===== config.mk =====
export PLATFORM = sky130hd
export DESIGN_NAME = divider_n_flat
export DESIGN_NICKNAME = d
export VERILOG_FILES = /design/src/rtl/divider_n_pkg.sv /design/src/rtl/divider_n_if.sv /design/src/rtl/divider_n_sub.sv /design/src/rtl/divider_n.sv /design/src/flat_wrapper.sv
export SDC_FILE = /design/constraint.sdc
export NUM_CORES = 1
export LEC_CHECK = 0
export BUFFER_PORTS_ARGS = -buffer_cell sky130_fd_sc_hd__buf_2
export CAP_MARGIN = 20
export CORE_MARGIN = 10
export CORE_UTILIZATION = 58
export CTS_CLUSTER_SIZE = 40
export DETAILED_ROUTE_END_ITERATION = 10
export PLACE_DENSITY = 0.84
export SETUP_SLACK_MARGIN = 0.2
export SLEW_MARGIN = 5
export SYNTH_ARGS = -nofsm -noshare
export SYNTH_HDL_FRONTEND = slang
export SYNTH_SLANG_ARGS = --single-unit

===== constraint.sdc =====
create_clock -name clock -period 5.9 [get_ports clock]
set_input_delay 0.885 -clock clock [delete_from_list [all_inputs] [get_ports clock]]
set_output_delay 0.885 -clock clock [all_outputs]
set_load 0.02 [all_outputs]

===== src/rtl/divider_n_pkg.sv =====
// Shared ALU definitions for the multi-cycle divide unit: FSM encoding and
// the divide-by-zero quotient constant.
package divider_n_pkg;

  localparam int unsigned N_MAX = 32;

  typedef enum logic [1:0] {
    ST_IDLE = 2'd0,
    ST_BUSY = 2'd1,
    ST_DONE = 2'd2
  } state_t;

  // Quotient reported for a zero divisor; truncated to the operand width at use.
  localparam logic [N_MAX-1:0] DIV0_QUOT = '1;

endpackage


===== src/rtl/divider_n_if.sv =====
// Operand/result handshake bundle between the ALU issue logic and the divider.
interface divider_n_if #(
  parameter int unsigned N = 8
);

  logic         io_in_valid;
  logic         io_in_ready;
  logic [N-1:0] io_dividend;
  logic [N-1:0] io_divisor;
  logic         io_out_valid;
  logic         io_out_ready;
  logic [N-1:0] io_quotient;
  logic [N-1:0] io_remainder;
  logic         io_div_by_zero;

  modport master (
    output io_in_valid, io_dividend, io_divisor, io_out_ready,
    input  io_in_ready, io_out_valid, io_quotient, io_remainder, io_div_by_zero
  );

  modport slave (
    input  io_in_valid, io_dividend, io_divisor, io_out_ready,
    output io_in_ready, io_out_valid, io_quotient, io_remainder, io_div_by_zero
  );

endinterface


===== src/rtl/divider_n_sub.sv =====
// Full-adder cell and the W-bit ripple subtractor built from it (A - B as
// A + ~B + 1); shared with the ALU SUB/CMP path.
module full_adder (
  input  logic i_a,
  input  logic i_b,
  input  logic i_ci,
  output logic o_s,
  output logic o_co
);

  assign o_s  = i_a ^ i_b ^ i_ci;
  assign o_co = (i_a & i_b) | (i_ci & (i_a ^ i_b));

endmodule

module sub_n #(
  parameter int unsigned W = 9
) (
  input  logic [W-1:0] i_a,
  input  logic [W-1:0] i_b,
  output logic [W-1:0] o_diff,
  output logic         o_borrow
);

  logic [W:0] w_c;

  assign w_c[0] = 1'b1;

  for (genvar g = 0; g < W; g++) begin : g_bit
    full_adder u_fa (
      .i_a  (i_a[g]),
      .i_b  (~i_b[g]),
      .i_ci (w_c[g]),
      .o_s  (o_diff[g]),
      .o_co (w_c[g+1])
    );
  end

  // No carry out of the top cell means A < B.
  assign o_borrow = ~w_c[W];

endmodule


===== src/rtl/divider_n.sv =====
// Unsigned N-bit restoring divider: one quotient bit per cycle, valid/ready
// on both the operand and result sides.
module divider_n
  import divider_n_pkg::*;
#(
  parameter int unsigned N = 8
) (
  input  logic        clock,
  input  logic        reset,
  divider_n_if.slave  bus
);

  localparam int unsigned CW = $clog2(N + 1);
  localparam int unsigned RW = N + 1;

  state_t         r_state;
  state_t         w_state_nxt;
  logic [N-1:0]   r_q;
  logic [N-1:0]   r_d;
  logic [RW-1:0]  r_r;
  logic [CW-1:0]  r_cnt;
  logic           r_in_ready;
  logic           r_out_valid;
  logic           r_dbz;

  logic [RW-1:0]  w_t;
  logic [RW-1:0]  w_diff;
  logic           w_borrow;
  logic           w_accept;
  logic           w_zero_div;
  logic           w_last_step;
  logic           w_unused_rtop;

  // Trial value: partial remainder shifted left with the next dividend bit.
  assign w_t        = {r_r[N-1:0], r_q[N-1]};
  assign w_zero_div = (bus.io_divisor == '0);

  sub_n #(.W(RW)) u_sub (
    .i_a      (w_t),
    .i_b      ({1'b0, r_d}),
    .o_diff   (w_diff),
    .o_borrow (w_borrow)
  );

  // Next-state decode.
  always_comb begin
    w_state_nxt = r_state;
    w_accept    = 1'b0;
    w_last_step = (r_cnt == CW'(N - 1));
    case (r_state)
      ST_IDLE: begin
        if (bus.io_in_valid) begin
          w_accept    = 1'b1;
          w_state_nxt = w_zero_div ? ST_DONE : ST_BUSY;
        end
      end
      ST_BUSY: begin
        if (w_last_step) begin
          w_state_nxt = ST_DONE;
        end
      end
      ST_DONE: begin
        if (bus.io_out_ready) begin
          w_state_nxt = ST_IDLE;
        end
      end
      default: w_state_nxt = ST_IDLE;
    endcase
  end

  always_ff @(posedge clock) begin
    if (reset) begin
      r_state <= ST_IDLE;
    end else begin
      r_state <= w_state_nxt;
    end
  end

  // Datapath and registered handshake flags.
  always_ff @(posedge clock) begin
    if (reset) begin
      r_q         <= '0;
      r_d         <= '0;
      r_r         <= '0;
      r_cnt       <= '0;
      r_dbz       <= 1'b0;
      r_in_ready  <= 1'b1;
      r_out_valid <= 1'b0;
    end else begin
      r_in_ready  <= (w_state_nxt == ST_IDLE);
      r_out_valid <= (w_state_nxt == ST_DONE);
      if (w_accept) begin
        r_d   <= bus.io_divisor;
        r_cnt <= '0;
        r_dbz <= w_zero_div;
        if (w_zero_div) begin
          r_q <= N'(DIV0_QUOT);
          r_r <= RW'(bus.io_dividend);
        end else begin
          r_q <= bus.io_dividend;
          r_r <= '0;
        end
      end else if (r_state == ST_BUSY) begin
        r_q   <= {r_q[N-2:0], ~w_borrow};
        r_r   <= w_borrow ? w_t : w_diff;
        r_cnt <= r_cnt + CW'(1);
      end
    end
  end

  // The partial remainder stays below the divisor, so its top bit is never set after a step.
  assign w_unused_rtop = r_r[N];

  assign bus.io_in_ready    = r_in_ready;
  assign bus.io_out_valid   = r_out_valid;
  assign bus.io_quotient    = r_q;
  assign bus.io_remainder   = r_r[N-1:0];
  assign bus.io_div_by_zero = r_dbz;

endmodule


===== src/flat_wrapper.sv =====
// flat-port wrapper written by rule: the top's interface ports become plain ports
module divider_n_flat import divider_n_pkg::*;
#(
  parameter int unsigned N = 8
)
  (clock, reset, bus_io_in_valid, bus_io_dividend, bus_io_divisor, bus_io_out_ready, bus_io_in_ready, bus_io_out_valid, bus_io_quotient, bus_io_remainder, bus_io_div_by_zero);
  divider_n_if #(.N(N)) bus_i ();
  input  logic clock;
  input  logic reset;
  input wire logic [$bits(bus_i.io_in_valid)-1:0] bus_io_in_valid;
  input wire logic [$bits(bus_i.io_dividend)-1:0] bus_io_dividend;
  input wire logic [$bits(bus_i.io_divisor)-1:0] bus_io_divisor;
  input wire logic [$bits(bus_i.io_out_ready)-1:0] bus_io_out_ready;
  output wire logic [$bits(bus_i.io_in_ready)-1:0] bus_io_in_ready;
  output wire logic [$bits(bus_i.io_out_valid)-1:0] bus_io_out_valid;
  output wire logic [$bits(bus_i.io_quotient)-1:0] bus_io_quotient;
  output wire logic [$bits(bus_i.io_remainder)-1:0] bus_io_remainder;
  output wire logic [$bits(bus_i.io_div_by_zero)-1:0] bus_io_div_by_zero;
  assign bus_i.io_in_valid = bus_io_in_valid;
  assign bus_i.io_dividend = bus_io_dividend;
  assign bus_i.io_divisor = bus_io_divisor;
  assign bus_i.io_out_ready = bus_io_out_ready;
  assign bus_io_in_ready = bus_i.io_in_ready;
  assign bus_io_out_valid = bus_i.io_out_valid;
  assign bus_io_quotient = bus_i.io_quotient;
  assign bus_io_remainder = bus_i.io_remainder;
  assign bus_io_div_by_zero = bus_i.io_div_by_zero;
  divider_n #(.N(N)) u_core (.clock(clock), .reset(reset), .bus(bus_i));
endmodule

==> run summary <==
chip height: 76.3 um
crit path launch type: flip-flop
fmax: 240 MHz
drt first-iter violations: 162
Critical Path AT: 4390 ps
PortBufs: 38
Clock transition at path regs: 100 ps
vias in the first global route: 1489
drt first pass iters: 4
CP required: 6130 ps
clk sink count: 33
fillers: 278
htree depth: 2
Total GRT Usage: 0.147
Final GP Congestion: 0.850
Max Transition Viols Final: 0
Die Width: 76.3 um
leakage: 0.837 nW
hold buffers post-CTS: 0
Max VDD drop: 0.000120 V
FP Rows: 20
cts repair resizes: 0
first-pass GRT wire length: 7240 um
cts bufs inserted: 5
ANT cells: 0
Crit Path Category: reg -> reg
Final Hold Vio Count: 0
Clock Root Buffer: clkbuf_4
global route total overflow: 0
Yosys warning total: 0
fin crit share: 0.706
outcome: complete, no violations
io pins: 39
Yosys cell types: 34
CP Max Fanout: 15
unrepaired setup endpoints after global routing: false
synthesized instance count: 212
Power per Cell Area: 264 nW/um2
Worst-Margin Slew: 657 ps
Worst setup EP type: flip-flop
post-synth net total: 241
largest net degree at the start of global routing: 26
core area: 3050 um2
final setup TNS: 0 ps
final wirelength: 4260 um
post-synthesis sequential area ratio: 0.359
pre-CTS WS: 1760 ps
max cap viols: 0
DRC: 0
Initial Utilization: 0.602
final worst setup slack: 1740 ps
CTS tree: done
DR vias/cell: 5.53
Mapped Avg Cell Area: 8.68 um2
slew margin rel.: 0.562
total number of vias: 1554
antenna violations before repair: 0
minimum clock period: 4160 ps
WL per Instance: 15.2 um
clk_lat worst skew: 340 ps
Clock Skew: 5.47 ps
final net count: 265
layout cell share with drive strength beyond 1: 0.245
Antenna Nets Post-Route: 0
hpwl dp: 3150 um
Hold Crit Class: reg -> reg
clk buf depth: 2
mapped cell area: 1840 um2
Die Area: 5820 um2
synthesis-to-finish area growth: 8.71%
post-CTS setup buffers: 0
setup violators final: 0
flops & latches, synth: 33
## placed cells by master (no fill, tap or decap), types with 2 or more instances in the layout
| master | n |
|---|---|
| nand2b_1 | 2 |
| o21a_1 | 3 |
| o21ai_0 | 15 |
| inv_1 | 20 |
| nor4_4 | 2 |
| nor2_1 | 27 |
| nand2_1 | 18 |
| clkbuf_4 | 5 |
| buf_2 | 39 |
| o32ai_1 | 8 |
| nand3_1 | 2 |
| ha_1 | 2 |
| fa_1 | 7 |
| clkinv_2 | 2 |
| nor3b_1 | 2 |
| dfxtp_1 | 33 |
| a21oi_1 | 19 |
| a211oi_1 | 3 |
| or3_1 | 7 |
| a2111oi_2 | 7 |
## cell families (layout without fill, tap and decap cells)
group                    Yosys count  in the layout  share of synthesized area
AND/OR/NAND/NOR                   65             65                      0.180
AO/OA/AOI/OAI                     61             61                      0.244
buffers and inverters             42             67                      0.118
flip-flops                        33             33                      0.359
adder cells (fa/ha/maj)            9              9                     0.0898
XOR/XNOR                           2              2                    0.00953
## metrics by stage
stage               utilization  power [W]  instance area, um2  hold WS, ps  std cells
detailed placement        0.636   0.000409                1940          462        272
floorplan                     -   0.000377                1840          436        212
global route              0.655   0.000560                2000          493        281
finish                    0.655   0.000528                2000          474        281
global placement          0.636   0.000403                1940          445        272
CTS                       0.653   0.000530                1990          475        280
## per-layer routing
layer / vias up / wire length, um / GRT usage / share of wire
met5: - / 0 / 0 / 0
met3: 9 / 273 / 0.0377 / 0.064
met1: 729 / 1940 / 0.194 / 0.46
li1: 768 / - / - / -
met2: 48 / 1960 / 0.214 / 0.46
met4: 0 / 84 / 0.0762 / 0.020
## synthesized netlist by cell type (all sizes together)
cell type / instances / share of area
nand3: 2 / 0.0054
nor2b: 1 / 0.0034
dfxtp: 33 / 0.36
nor2: 27 / 0.055
o32ai: 8 / 0.038
o21ai: 15 / 0.041
nand3b: 1 / 0.0041
o21bai: 1 / 0.0041
clkbuf: 5 / 0.010
nand2: 18 / 0.037
o21ba: 1 / 0.0054
or3b: 1 / 0.0061
a31oi: 1 / 0.0034
nor4: 2 / 0.023
fa: 7 / 0.076
ha: 2 / 0.014
nor3b: 2 / 0.0082
nand4b: 1 / 0.0048
xnor2: 1 / 0.0048
a2111oi: 8 / 0.062
inv: 20 / 0.041
nand2b: 2 / 0.0068
a41oi: 1 / 0.0048
a21oi: 20 / 0.061
nor3: 1 / 0.0027
a211oi: 3 / 0.012
buf: 17 / 0.067
xor2: 1 / 0.0048
o21a: 3 / 0.012
or3: 7 / 0.024
## state kept, by name (all words and copies together), names as in the netlist
signal / count
u_core.r_state: 2
u_core.r_cnt: 4
u_core.bus.io_div_by_zero: 1
u_core.bus.io_in_ready: 1
u_core.bus.io_quotient: 8
u_core.r_d: 8
u_core.r_r: 8
u_core.bus.io_out_valid: 1
## critical path: stages (launching register included)
cell and delay [ps]:
dfxtp_1 370, inv_1 60, ha_1 210, fa_1 420, fa_1 440, fa_1 430, fa_1 390, inv_1 80
fa_1 160, inv_1 50, fa_1 400, inv_1 80, fa_1 450, nor2_1 130, a2111oi_0 390
## worst paths after layout
path | start | end | slack [ps] | depth (start not counted)
worst min-delay path | u_core.r_d[5] | u_core.r_d[5] | 470 | 2
worst max-delay path | u_core.bus.io_quotient[7] | u_core.bus.io_quotient[0] | 1740 | 14
worst max register to register | u_core.bus.io_quotient[7] | u_core.bus.io_quotient[0] | 1740 | 14
worst min register to register | u_core.r_d[5] | u_core.r_d[5] | 470 | 2
## layout make-up
class	count	area [um2]	area share
Sequential cell	33	661	0.330
Multi-Input combinational cell	137	962	0.481
Clock buffer	6	41.3	0.0207
Inverter	20	75.1	0.0375
Timing Repair Buffer	39	195	0.0976
Tap cell	44	55.1	0.0275
Clock inverter	2	10.0	0.00501
## power breakdown
| part | leakage, nW | total, W | internal [W] | switching (W) |
|---|---|---|---|---|
| sequential | 0.272 | 0.000259 | 0.000240 | 0.0000191 |
| clock | 0.0320 | 0.000123 | 0.0000453 | 0.0000776 |
| combinational | 0.533 | 0.000145 | 0.0000571 | 0.0000884 |
Power figures use the tool's default switching activity.
